`src/rtl/lfsr_period_meter.sv`:
```
// Counts valid words between successive done pulses and reports the done-to-done period.
module lfsr_period_meter #(
  parameter int CNT_W = 5
) (
  input  logic             i_Clk,
  input  logic             i_Rst_L,
  input  logic             i_Clear,
  input  logic             i_Valid,
  input  logic             i_Done,
  output logic [CNT_W-1:0] o_Period,
  output logic             o_Period_DV
);

  logic             armed_reg;
  logic [CNT_W-1:0] count_reg;
  logic [CNT_W-1:0] period_reg;
  logic             period_dv_reg;
  logic [CNT_W-1:0] count_sat;

  assign count_sat = (count_reg == '1) ? count_reg : count_reg + 1'b1;

  always_ff @(posedge i_Clk) begin
    if (!i_Rst_L) begin
      armed_reg     <= 1'b0;
      count_reg     <= '0;
      period_reg    <= '0;
      period_dv_reg <= 1'b0;
    end else begin
      period_dv_reg <= 1'b0;
      if (i_Clear) begin
        // A clear coinciding with done disarms and suppresses the update.
        armed_reg <= 1'b0;
        count_reg <= '0;
      end else if (i_Valid) begin
        if (i_Done) begin
          count_reg <= '0;
          armed_reg <= 1'b1;
          if (armed_reg) begin
            period_reg    <= count_sat;
            period_dv_reg <= 1'b1;
          end
        end else begin
          count_reg <= count_sat;
        end
      end
    end
  end

  assign o_Period    = period_reg;
  assign o_Period_DV = period_dv_reg;

endmodule

```
`config.mk`:
```
export PLATFORM = sky130hd
export DESIGN_NAME = lfsr_period_meter
export DESIGN_NICKNAME = d
export VERILOG_FILES = /design/src/rtl/lfsr_period_meter.sv
export SDC_FILE = /design/constraint.sdc
export NUM_CORES = 1
export LEC_CHECK = 0
export ABC_CLOCK_PERIOD_IN_PS = 1700
export CAP_MARGIN = 15
export CORE_AREA = 5 5 42 44
export DETAILED_ROUTE_END_ITERATION = 10
export DIE_AREA = 0 0 47 49
export PLACE_DENSITY = 0.62
export SYNTH_ARGS = -nofsm -noshare
export SYNTH_HDL_FRONTEND = slang
export SYNTH_SLANG_ARGS = --single-unit
```
`constraint.sdc`:
```
create_clock -name i_Clk -period 1.7 [get_ports i_Clk]
set_input_delay 0.34 -clock i_Clk [delete_from_list [all_inputs] [get_ports i_Clk]]
set_output_delay 0.34 -clock i_Clk [all_outputs]
set_load 0.05 [all_outputs]
```
==> results of run 1 <==
-- layout make-up --
cell class / instances / area (sq um)
inverters: 2 / 7.51
clock buffers: 4 / 36.3
repair buffers: 14 / 115
flip-flops and latches: 12 / 240
well taps: 16 / 20.0
fillers: 152 / 703
multi-input cells: 40 / 279
-- worst paths after layout --
path	startpoint	to	slack (ns)	cells past startpoint
setup reg to reg	count_reg[0]$_SDFFE_PP0P_	count_reg[2]$_SDFFE_PP0P_	0.25	4
setup / recovery	count_reg[0]$_SDFFE_PP0P_	count_reg[2]$_SDFFE_PP0P_	0.25	4
hold / removal	o_Period[0]$_SDFFE_PN0P_	o_Period[0]$_SDFFE_PN0P_	0.47	2
hold reg to reg	o_Period[0]$_SDFFE_PN0P_	o_Period[0]$_SDFFE_PN0P_	0.47	2
-- cells by family (layout without fill, tap and decap cells) --
kind of cell	Yosys count	in the layout	synth area share [%]
fa+ha+maj	1	1	2.27
simple gates	15	15	18.1
buf+inv	6	20	5.90
compound gates	20	20	23.1
xor+xnor	2	2	3.18
flops	12	12	43.5
mux	2	2	3.85
-- per-stage QoR --
stage | cells | utilization, %
after CTS | 88 | 49.8
after detailed placement | 84 | 47.2
after floorplan | 58 | -
final | 88 | 49.8
after global routing | 88 | 49.8
after global placement | 84 | 47.2
-- cells in the mapped netlist, types with 2 or more instances --
cell and count:
a211oi_1 2, a21oi_1 4, a31oi_1 2, buf_2 2, buf_4 2, dfxtp_1 12
inv_1 2, nand2_1 6, o21ai_0 3, o22ai_1 3, xnor2_1 2
-- where the power goes --
part	total, mW	leakage, nW	internal (mW)	switching, mW
Combinational	0.0416	0.170	0.0219	0.0197
Sequential	0.285	0.0969	0.283	0.00184
Clock	0.227	0.0210	0.130	0.0971
-- routing by layer --
layer  wire length [microns]  vias up
li1                        -      244
met3                      50        2
met4                      14        0
met2                     469        6
met1                     473      207
met5                       0        -
-- worst max-delay path, stage by stage, from the launching register on --
cell and delay [ns]:
dfxtp_1 0.41, ha_1 0.29, nand4_4 0.18, a31o_2 0.28, a211oi_1 0.21
==> results.ini, run 1 <==
[drt]
vias_per_cell=5.22
num_vias=459
drt_iter0_markers=12
drt-wirelength-per-cell_microns=11.4
drc=0
ant_nets=0
dr.pass1.iters=4
finalWirelength_microns=1010

[die]
rows=14
die_w_microns=47
core_area_sq_mm=0.00140
initial_core_util_pct=39.4
pin_count=11
dieHeight_microns=49
dieArea_sq_mm=0.00230

[global_routing]
met1_usage_pct=14.2
grt_overflow_total=0
grt_max_degree=10
globalRouteMet3Util_pct=2.21
grt.total_usage_pct=10.7
grt_pass1_vias=414
grtUsageMet2_pct=14.5
antenna_found_initial=0
grt_pass1_wl_microns=1760
grt-busiest-layer=met2

[placement]
place.port_buffers=10
postPlaceCellArea_sq_um=662
dp_hpwl_microns=785
place_congestion=0.771
place_ws_ns=0.0556

[yosys]
yosysSeqAreaShare_pct=43.5
synth-edff-count=0
synth_ff_type=dfxtp_1
syn_nets=64
ys_warn_count=0
synth-seq-cells=12
synth_top_area_share_pct=43.5
synth_area_leaders=dfxtp_1 (44%), nand2_1 (4.1%), nand4_4 (3.9%), a21oi_1 (3.6%), o22ai_1 (3.4%)
async_flop_share_pct=0
synth.avg_cell_area_sq_um=9.51
synth_cell_types=29
yosys.area.top_type=dfxtp_1
netlist_area_sq_um=552
netlist_instances=58

[setup_path]
critPathArrivalTime_ns=1.64
path_max_fanout=7
cp-end-kind=register
crit_required_ns=1.89
path_class=reg -> reg
start_kind=register

[pwr]
p_leak_nw=0.288
vdd_ir_drop_max_uv=358
cellPowerDensity_mw_per_mm2=794
p_total_mw=0.554

[layout]
fin_area_sq_um=698
num-nets-final=79
antenna_cells=0
layout-drive-gt1-share_pct=26.4
most-common-layout-cells=dfxtp_1 (12), buf_4 (10), nand2_1 (6)
area_growth_pct=26.5
final_common_cell=dfxtp_1

[timing]
hold_ws_ns=0.472
final_max_slew_viol_count=0
finalHoldViolCount=0
worst_slack_ns=0.254
rsz0062_at_grt=false
setup_violations=0
fin_skew_ns=0.00236
tightest_slew_ns=0.307
period_needed_ns=1.45
finalSetupTns_ns=0
fmax_ghz=0.691
period_share_pct=85.1
slew-limit-headroom_pct=79.5

[clock_network]
root_buffer=clkbuf_4
htree_num_levels=1
clkLatencyLatePin_ns=0.27
ctsResizeCount=0
numCtsBuffers=3
holdBufCountCts=0
postCtsSetupBuffers=0
clock_tree.buffer_depth=2
cts_sinks=12
clkTransAtPathRegs_ns=0.08
cts_tree=yes

[job]
drv_cap=0

[hold_path]
hold_path_class=reg -> reg

[status]
status=finished clean

(Power assumes the default switching activity.)
==> inputs of run 2 (changes only) <==
--- a/config.mk
+++ b/config.mk
@@ -8,6 +8,7 @@
 export ABC_CLOCK_PERIOD_IN_PS = 1700
 export CAP_MARGIN = 15
 export CORE_AREA = 5 5 42 44
+export CTS_CLUSTER_DIAMETER = 200
 export DETAILED_ROUTE_END_ITERATION = 10
 export DIE_AREA = 0 0 47 49
 export PLACE_DENSITY = 0.62
==> results of run 2 <==
The final DEF is identical to that of run 1; final timing and power are the same.
==> inputs of run 3 (changes only) <==
--- a/config.mk
+++ b/config.mk
@@ -11,6 +11,7 @@
 export CTS_CLUSTER_DIAMETER = 200
 export DETAILED_ROUTE_END_ITERATION = 10
 export DIE_AREA = 0 0 47 49
+export GPL_ROUTABILITY_DRIVEN = 0
 export PLACE_DENSITY = 0.62
 export SYNTH_ARGS = -nofsm -noshare
 export SYNTH_HDL_FRONTEND = slang
==> results of run 3 <==
The final DEF is identical to that of run 1; final timing and power are the same.
